==> config.mk <==
export PLATFORM = sky130hd
export DESIGN_NAME = sum_display
export DESIGN_NICKNAME = d
export VERILOG_FILES = /design/src/rtl/sum_display.sv
export SDC_FILE = /design/constraint.sdc
export NUM_CORES = 1
export LEC_CHECK = 0
export ABC_AREA = 1
export BUFFER_PORTS_ARGS = -buffer_cell sky130_fd_sc_hd__clkbuf_2
export CAP_MARGIN = 10
export CORE_ASPECT_RATIO = 0.75
export CORE_MARGIN = 2
export CORE_UTILIZATION = 39
export CTS_CLUSTER_DIAMETER = 40
export DETAILED_ROUTE_END_ITERATION = 10
export GPL_ROUTABILITY_DRIVEN = 0
export PLACE_DENSITY = 0.67
export SYNTH_ARGS = -nofsm -noshare
export SYNTH_HDL_FRONTEND = slang
export SYNTH_SLANG_ARGS = --single-unit
==> constraint.sdc <==
create_clock -name Clk -period 2.1 [get_ports Clk]
set_input_delay 0.63 -clock Clk [delete_from_list [all_inputs] [get_ports Clk]]
set_output_delay 0.63 -clock Clk [all_outputs]
set_load 0.005 [all_outputs]
==> src/rtl/sum_display.sv <==
// sum_display: converts the 9-bit adder result {Cout,Sum} to three BCD
// digits with a shift-and-add-3 FSM, then scans the digits onto a
// 4-digit active-low seven-segment display with leading-zero blanking.
//
// Handshake: there is no valid/ready pair on the input. The converter
// samples V whenever it sits in IDLE and V differs from the last
// converted value (or nothing has been converted since reset). Done is
// a one-cycle pulse in the same cycle that Bcd takes its new value.
// Every output is a flop, so Sum/Cout never reach an output directly.
`timescale 1ns/1ps

module sum_display #(
    parameter int REFRESH_DIV = 100000
) (
    input  logic        Clk,
    input  logic        Rst,
    input  logic [7:0]  Sum,
    input  logic        Cout,
    output logic [11:0] Bcd,
    output logic        Valid,
    output logic        Done,
    output logic [6:0]  Seg,
    output logic [3:0]  An,
    output logic        Dp,
    output logic [1:0]  dbg_state
);

    localparam int SCAN_W = (REFRESH_DIV > 2) ? $clog2(REFRESH_DIV) : 1;
    localparam logic [SCAN_W-1:0] SCAN_LAST = SCAN_W'(REFRESH_DIV - 1);

    typedef enum logic [1:0] {
        IDLE  = 2'd0,
        SHIFT = 2'd1,
        DONE  = 2'd2
    } state_t;

    state_t state_q, state_d;

    logic [8:0]        value;
    logic              start;
    logic [8:0]        cap_q, cap_d;
    logic [8:0]        bin_q, bin_d;
    logic [11:0]       work_q, work_d;
    logic [11:0]       work_adj;
    logic [20:0]       shifted;
    logic [3:0]        cnt_q, cnt_d;
    logic [8:0]        last_q, last_d;
    logic              first_q, first_d;
    logic [11:0]       bcd_q, bcd_d;
    logic              valid_q, valid_d;
    logic              done_q, done_d;
    logic [SCAN_W-1:0] scan_q, scan_d;
    logic [1:0]        idx_q, idx_d;
    logic [3:0]        an_q, an_d;
    logic [6:0]        seg_q, seg_d;
    logic [3:0]        digit;
    logic              show;

    assign value = {Cout, Sum};
    // A new conversion starts on any change, and always on the first IDLE after reset.
    assign start = (state_q == IDLE) && (first_q || (value != last_q));

    assign Bcd       = bcd_q;
    assign Valid     = valid_q;
    assign Done      = done_q;
    assign Seg       = seg_q;
    assign An        = an_q;
    assign Dp        = 1'b1;
    assign dbg_state = state_q;

    // Converter state register.
    always_ff @(posedge Clk) begin
        if (Rst) state_q <= IDLE;
        else     state_q <= state_d;
    end

    // Converter next-state: IDLE -> SHIFT (9 cycles) -> DONE (1 cycle) -> IDLE.
    always_comb begin
        state_d = state_q;
        case (state_q)
            IDLE:    if (start) state_d = SHIFT;
            SHIFT:   if (cnt_q == 4'd8) state_d = DONE;
            DONE:    state_d = IDLE;
            default: state_d = IDLE;
        endcase
    end

    // Converter outputs and datapath: capture, add-3/shift, publish result.
    always_comb begin
        cap_d   = cap_q;
        bin_d   = bin_q;
        work_d  = work_q;
        cnt_d   = cnt_q;
        last_d  = last_q;
        first_d = first_q;
        bcd_d   = bcd_q;
        valid_d = valid_q;
        done_d  = 1'b0;
        for (int i = 0; i < 3; i++) begin
            work_adj[i*4 +: 4] = (work_q[i*4 +: 4] >= 4'd5) ? work_q[i*4 +: 4] + 4'd3
                                                            : work_q[i*4 +: 4];
        end
        shifted = {work_adj, bin_q} << 1;
        case (state_q)
            IDLE: begin
                if (start) begin
                    cap_d  = value;
                    bin_d  = value;
                    work_d = 12'h000;
                    cnt_d  = 4'd0;
                end
            end
            SHIFT: begin
                work_d = shifted[20:9];
                bin_d  = shifted[8:0];
                cnt_d  = cnt_q + 4'd1;
            end
            DONE: begin
                bcd_d   = work_q;
                last_d  = cap_q;
                first_d = 1'b0;
                valid_d = 1'b1;
                done_d  = 1'b1;
            end
            default: ;
        endcase
    end

    // Scan timing and registered digit select with leading-zero blanking.
    always_comb begin
        scan_d = (scan_q == SCAN_LAST) ? '0 : scan_q + SCAN_W'(1);
        idx_d  = (scan_q == SCAN_LAST) ? idx_q + 2'd1 : idx_q;
        an_d   = 4'b1111;
        digit  = 4'd0;
        show   = 1'b0;
        if (valid_q) begin
            case (idx_q)
                2'd0: begin
                    show  = 1'b1;
                    an_d  = 4'b1110;
                    digit = bcd_q[3:0];
                end
                2'd1: begin
                    if (bcd_q[11:8] != 4'd0 || bcd_q[7:4] != 4'd0) begin
                        show  = 1'b1;
                        an_d  = 4'b1101;
                        digit = bcd_q[7:4];
                    end
                end
                2'd2: begin
                    if (bcd_q[11:8] != 4'd0) begin
                        show  = 1'b1;
                        an_d  = 4'b1011;
                        digit = bcd_q[11:8];
                    end
                end
                default: ;
            endcase
        end
        seg_d = 7'b1111111;
        if (show) begin
            case (digit)
                4'd0:    seg_d = 7'b1000000;
                4'd1:    seg_d = 7'b1111001;
                4'd2:    seg_d = 7'b0100100;
                4'd3:    seg_d = 7'b0110000;
                4'd4:    seg_d = 7'b0011001;
                4'd5:    seg_d = 7'b0010010;
                4'd6:    seg_d = 7'b0000010;
                4'd7:    seg_d = 7'b1111000;
                4'd8:    seg_d = 7'b0000000;
                4'd9:    seg_d = 7'b0010000;
                default: seg_d = 7'b1111111;
            endcase
        end
    end

    // Datapath and display registers; reset aborts any conversion in flight.
    always_ff @(posedge Clk) begin
        if (Rst) begin
            cap_q   <= 9'd0;
            bin_q   <= 9'd0;
            work_q  <= 12'h000;
            cnt_q   <= 4'd0;
            last_q  <= 9'd0;
            first_q <= 1'b1;
            bcd_q   <= 12'h000;
            valid_q <= 1'b0;
            done_q  <= 1'b0;
            scan_q  <= '0;
            idx_q   <= 2'd0;
            an_q    <= 4'b1111;
            seg_q   <= 7'b1111111;
        end else begin
            cap_q   <= cap_d;
            bin_q   <= bin_d;
            work_q  <= work_d;
            cnt_q   <= cnt_d;
            last_q  <= last_d;
            first_q <= first_d;
            bcd_q   <= bcd_d;
            valid_q <= valid_d;
            done_q  <= done_d;
            scan_q  <= scan_d;
            idx_q   <= idx_d;
            an_q    <= an_d;
            seg_q   <= seg_d;
        end
    end

endmodule
* Yosys cells after proc, flatten, opt, wreduce, memory -nomap -nowiden
Memory sizes are Yosys's and may differ from the RTL's. A register that Yosys moved wholly into a read port is not among the register bits.
Index checks and enable logic that the tools add are counted.
** Word-level totals
- Logic and storage cells :: 72
- Input bits :: 11
- Flip-flop bits (word level) :: 83
- Memories :: 1
- Output and inout port bits :: 28
- Memory bits (read-only) :: 112
** Memory list
- (no name shown) :: depth 16, width 7, read ports 1, clocked after Yosys merged registers in 1, wr ports 0, line 162 : case (digit)
** Operators by class
- Reductions and logical operators :: 14
- $add $sub $neg :: 6
- Multiplexer cells :: 24
- Bitwise operators :: 2
- $lt $le $gt $ge :: 3
- Eq/ne operators :: 9
** Operators by type and width (count)
- 2-to-1 mux 4 bit :: 6
- one-hot mux 12 bit (2 select lines) :: 1
- one-hot mux 9 bit (2 select lines) :: 1
- adder 17 x 1 -> 17 bit, second input constant :: 1
- == test 17 bit, second input constant :: 1
- >= comparator 4 x 3 -> 1 bit, second input constant :: 3
- 2-to-1 mux 12 bit :: 1
- one-hot mux 4 bit (3 select lines) :: 1
- 2-to-1 mux 9 bit :: 1
- inequality test 9 bit :: 1
- one-hot mux 3 bit (3 select lines) :: 1
- adder 4 x 2 -> 4 bit, second input constant :: 2
- one-hot mux 4 bit (2 select lines) :: 1
- nonzero test 4 bit :: 2
- 2-to-1 mux 2 bit :: 3
- 2-to-1 mux 3 bit :: 2
- AND reduction 2 bit :: 3
- OR reduction 2 bit :: 3
- adder 4 x 1 -> 4 bit, second input constant :: 1
- == test 2 x 1 -> 1 bit, second input constant :: 2
- == test 2 bit, second input constant :: 2
- == test 4 bit, second input constant :: 1
- logical NOT 2 bit :: 2
- 2-to-1 mux 1 bit :: 4
- other kinds (9) :: 12

* Logic depth before layout (Yosys ltp)
- Depth after elaboration :: 7
- Mapped depth :: 12
- Depth with buffers taken out :: 11

* Least setup slack after synthesis
OpenSTA, ideal clock, no wires.
- Path type :: register to register
- From :: reg idx_q[0]
- To :: reg seg_q[3] (netlist: Seg[3])
- Slack :: 0.228 ns
- Buffers on the path :: 0
- Library setup time :: 0.132 ns
- Stages on the path, launching flop included :: 11
- Arrival time :: 1.741 ns
- Clock period less this slack :: 1.872 ns
- Path through :: dfxtp_1 -> inv_1 -> ha_1 -> nand2_1 -> o221ai_1 -> nand2_1 -> inv_1 -> ha_1 -> or2_2 -> nand2_1 -> nand2_1
** On the way
- Cells in the longest elaborated chain, start to end :: 5
- Elaborated cells between the ends (all ways) :: 9
- Classes of those cells :: 2 x eq/ne; 4 x mux; 1 x bitwise; 2 x reduce/logical
** RTL lines
- start: declaration :: line 53 : logic [1:0] idx_q, idx_d;
- start signal: assignment :: line 205 : idx_q <= idx_d;
- == test 2 bit, or another cell as far along :: line 137 : case (idx_q)
- one-hot mux 1 bit (3 select lines) :: line 137
- 2-to-1 mux 1 bit :: line 136 : if (valid_q) begin
- inverter 1 bit (no source line)
- OR reduction 2 bit (no source line)
- end: declaration :: line 55 : logic [6:0] seg_q, seg_d;
Several ways; a longest one is shown, not always the timed one.
A chain may end at the register's enable or synchronous reset.

* Worst setup path in the final report
Ends and elaborated chain as after synthesis.

==> reports/results.tsv <==
metric	value	unit
iteration-0 DRC count of the detailed router	234	
Worst Path Max Fanout	5	
final WL	9.21	mm
final hold viol count	0	
clock root cell	clkbuf_16	
Clock Skews	0.0128	ns
Die Span Y	93.8	um
fill count	1051	
CP endpoint kind	register	
CTS hold repair buffers	0	
CTS clk-pin slew, worst paths	0.06	ns
status	complete, no violations	
crit path time final	1.92	ns
Critical Path RT	2.32	ns
RSZ-0062 raised after global routing	false	
Worst path max stage delay	0.34	ns
Die W	124	um
initial antenna violation count	0	
PnR worst setup slack	0.177	ns
DRC	0	
Num CTS Buffers	9	
Core Region	10400	um2
# rows	32	
clk_lat worst skew	0.35	ns
first-pass GRT wire length	15.7	mm
vias	3690	
dpl hpwl	6.37	mm
largest net degree at the start of global routing	36	
CP Class	register to register	
vias per std cell	4.96	
final number of max-transition violations	0	
Starting Density	40.5	%
Hold Startpoint	first_q	
mapped cell area	4200	um2
DIE AREA	11600	um2
crit path launch	idx_q[0]	
layout cells sized above 1	14.0	%
Syn Area/Cell	7.36	um2
Placed Area	4490	um2
worst min path class	register to register	
Synth Register Bits	89	
Ys Warns	0	
overall routing resource usage	17.2	%
# IOs	39	
sequential fraction of the synthesis area	42.5	%
VDD IR-drop max	0.401	mV
R2R Path Start	idx_q[0]	
Synth Instances	570	
Diodes inserted	0	
Clock Path Buffers	2	
Clock Sinks	89	
# H-tree levels	3	
# setup viols final	0	
antenna viol nets, final	0	
CTS tree	done	
critical path's slowest cell	dfxtp_1	
I/O Buffers	36	
Max transition margin	41.8	%
Final nets	632	
vias in the first global route	3362	
fin crit share	91.6	%
Place WS	0.179	ns
worst-path cell chain	inv_1 > ha_2 > inv_1 > o221ai_1 > nand2_1 > inv_1 > ha_1 > or2_2 > nand2_1 > nand2_1	
GRT overflow	0	
DR pass1 iterations	4	
arrival time worst endpoint	2.14	ns
Worst Tran Pin Value	0.871	ns
pwr dens	747	nW/um2
FF-to-FF setup slack	0.18	ns
Max Freq	520	MHz
Max-cap violations	0	
startpoint type of the worst setup path	register	
number of distinct library cells after synthesis	38	
total negative slack	0	ns
leakage	1.99	nW
Design Area, Final	4800	um2
routed len/inst	12.4	um
Layout area overhead	14.4	%
==> cell usage in the layout (no fill, tap or decap), types with 2 or more instances in the layout <==
cell type   instances
nand2_1           118
nand2_2             3
nor2_2              3
or2_0               2
ha_2                3
nor3_1              6
xor2_1              6
o21ai_1             3
inv_1              61
o211ai_1            2
nor3_2              2
buf_4               8
clkbuf_2           36
ha_1               15
nor2_1             36
clkbuf_16           9
o21ai_0            43
or2_2               7
nand3_1            57
a21oi_1            66
dfxtp_1            89
nand4_1             6
conb_1              2
inv_2               2
nor4_1              3
clkinvlp_4          3
nor3b_1             2
==> cell type report <==
type                            count  area (um2)  area share, %
Multi-Input combinational cell    395        2050           42.6
Inverter                           63         236           4.93
Tap cell                          136         170           3.55
Sequential cell                    89        1780           37.1
Timing Repair Buffer               45         260           5.42
Clock buffer                       10         239           4.98
Clock inverter                      6        66.3           1.38
==> state kept, by name, summed over array words and instances (netlist names) <==
register / cells
dbg_state: 2
Done: 1
work_q: 12
cnt_q: 4
last_q: 9
Seg: 7
bin_q: 9
scan_q: 17
cap_q: 9
An: 3
idx_q: 2
Valid: 1
first_q: 1
Bcd: 12
==> repair_timing <==
item                                    in CTS  in global routing
gates resized for setup                      0                  3
setup buffers                                0                  0
endpoints found under the setup margin       0                  2
==> synth_stat cells (all sizes together) <==
cell type    n  area (um2)
nand4        7        50.1
conb         1        3.75
and3         1        6.26
dfxtp       89        1780
o21ai       46         230
nor2        39         154
nand2      123         493
nand3       57         285
xor2         6        52.6
a21oi       67         339
clkbuf      11        41.3
ha          18         225
inv         63         236
nand3b       1        7.51
o221ai       1        8.76
or2          9        56.3
a31oi        1        6.26
buf         13         103
nor3         8        50.1
o311ai       1        8.76
xnor2        1        8.76
nor4         3        18.8
nor3b        2        15.0
o211ai       2        15.0
==> critical path, delay by kind of cell (launching register included) <==
kind / cells / cell delay (ns)
AO/OA/AOI/OAI: 1 / 0.17
adder cells (fa/ha/maj): 2 / 0.48
buffers and inverters: 3 / 0.30
flip-flops: 1 / 0.34
AND/OR/NAND/NOR: 4 / 0.50
==> where the power goes <==
part           internal (W)  switching (W)  total (W)
Clock              0.000956       0.000678    0.00163
Combinational     0.0000695       0.000137   0.000206
Sequential          0.00172      0.0000222    0.00175
==> through the flow <==
step | utilization (%) | instances | hold slack (ns) | power [W]
2_1_floorplan | - | 571 | 0.412 | 0.00194
3_3_place_gp | 43.3 | 728 | 0.431 | 0.00198
3_5_place_dp | 43.3 | 728 | 0.435 | 0.00199
4_1_cts | 46.2 | 744 | 0.450 | 0.00363
5_1_grt | 46.3 | 744 | 0.476 | 0.00374
6_report | 46.3 | 744 | 0.450 | 0.00359
==> worst paths after layout <==
check / to / cells past startpoint
worst max register to register: Seg[3] / 10
worst min-delay path: first_q / 2
worst max-delay path: Seg[3] / 10
worst min register to register: first_q / 2
==> logic make-up after synthesis <==
logic type	Yosys count	share of synthesized area (%)
AOI/OAI and AO/OA	118	14.5
xor gates and xnor gates	7	1.46
adders and majority gates	18	5.37
buffers and inverters	87	9.06
DFF	89	42.5
other	1	0.0894
and+or+nand+nor	250	27.1
==> layer usage <==
layer | track usage (%) | routed length, um | up-vias
met5 | 0 | 0 | -
met4 | 4.64 | 90 | 0
met2 | 27.1 | 4170 | 63
li1 | - | - | 1924
met3 | 5.16 | 384 | 8
met1 | 22.7 | 4560 | 1695
(Power assumes the default switching activity.)
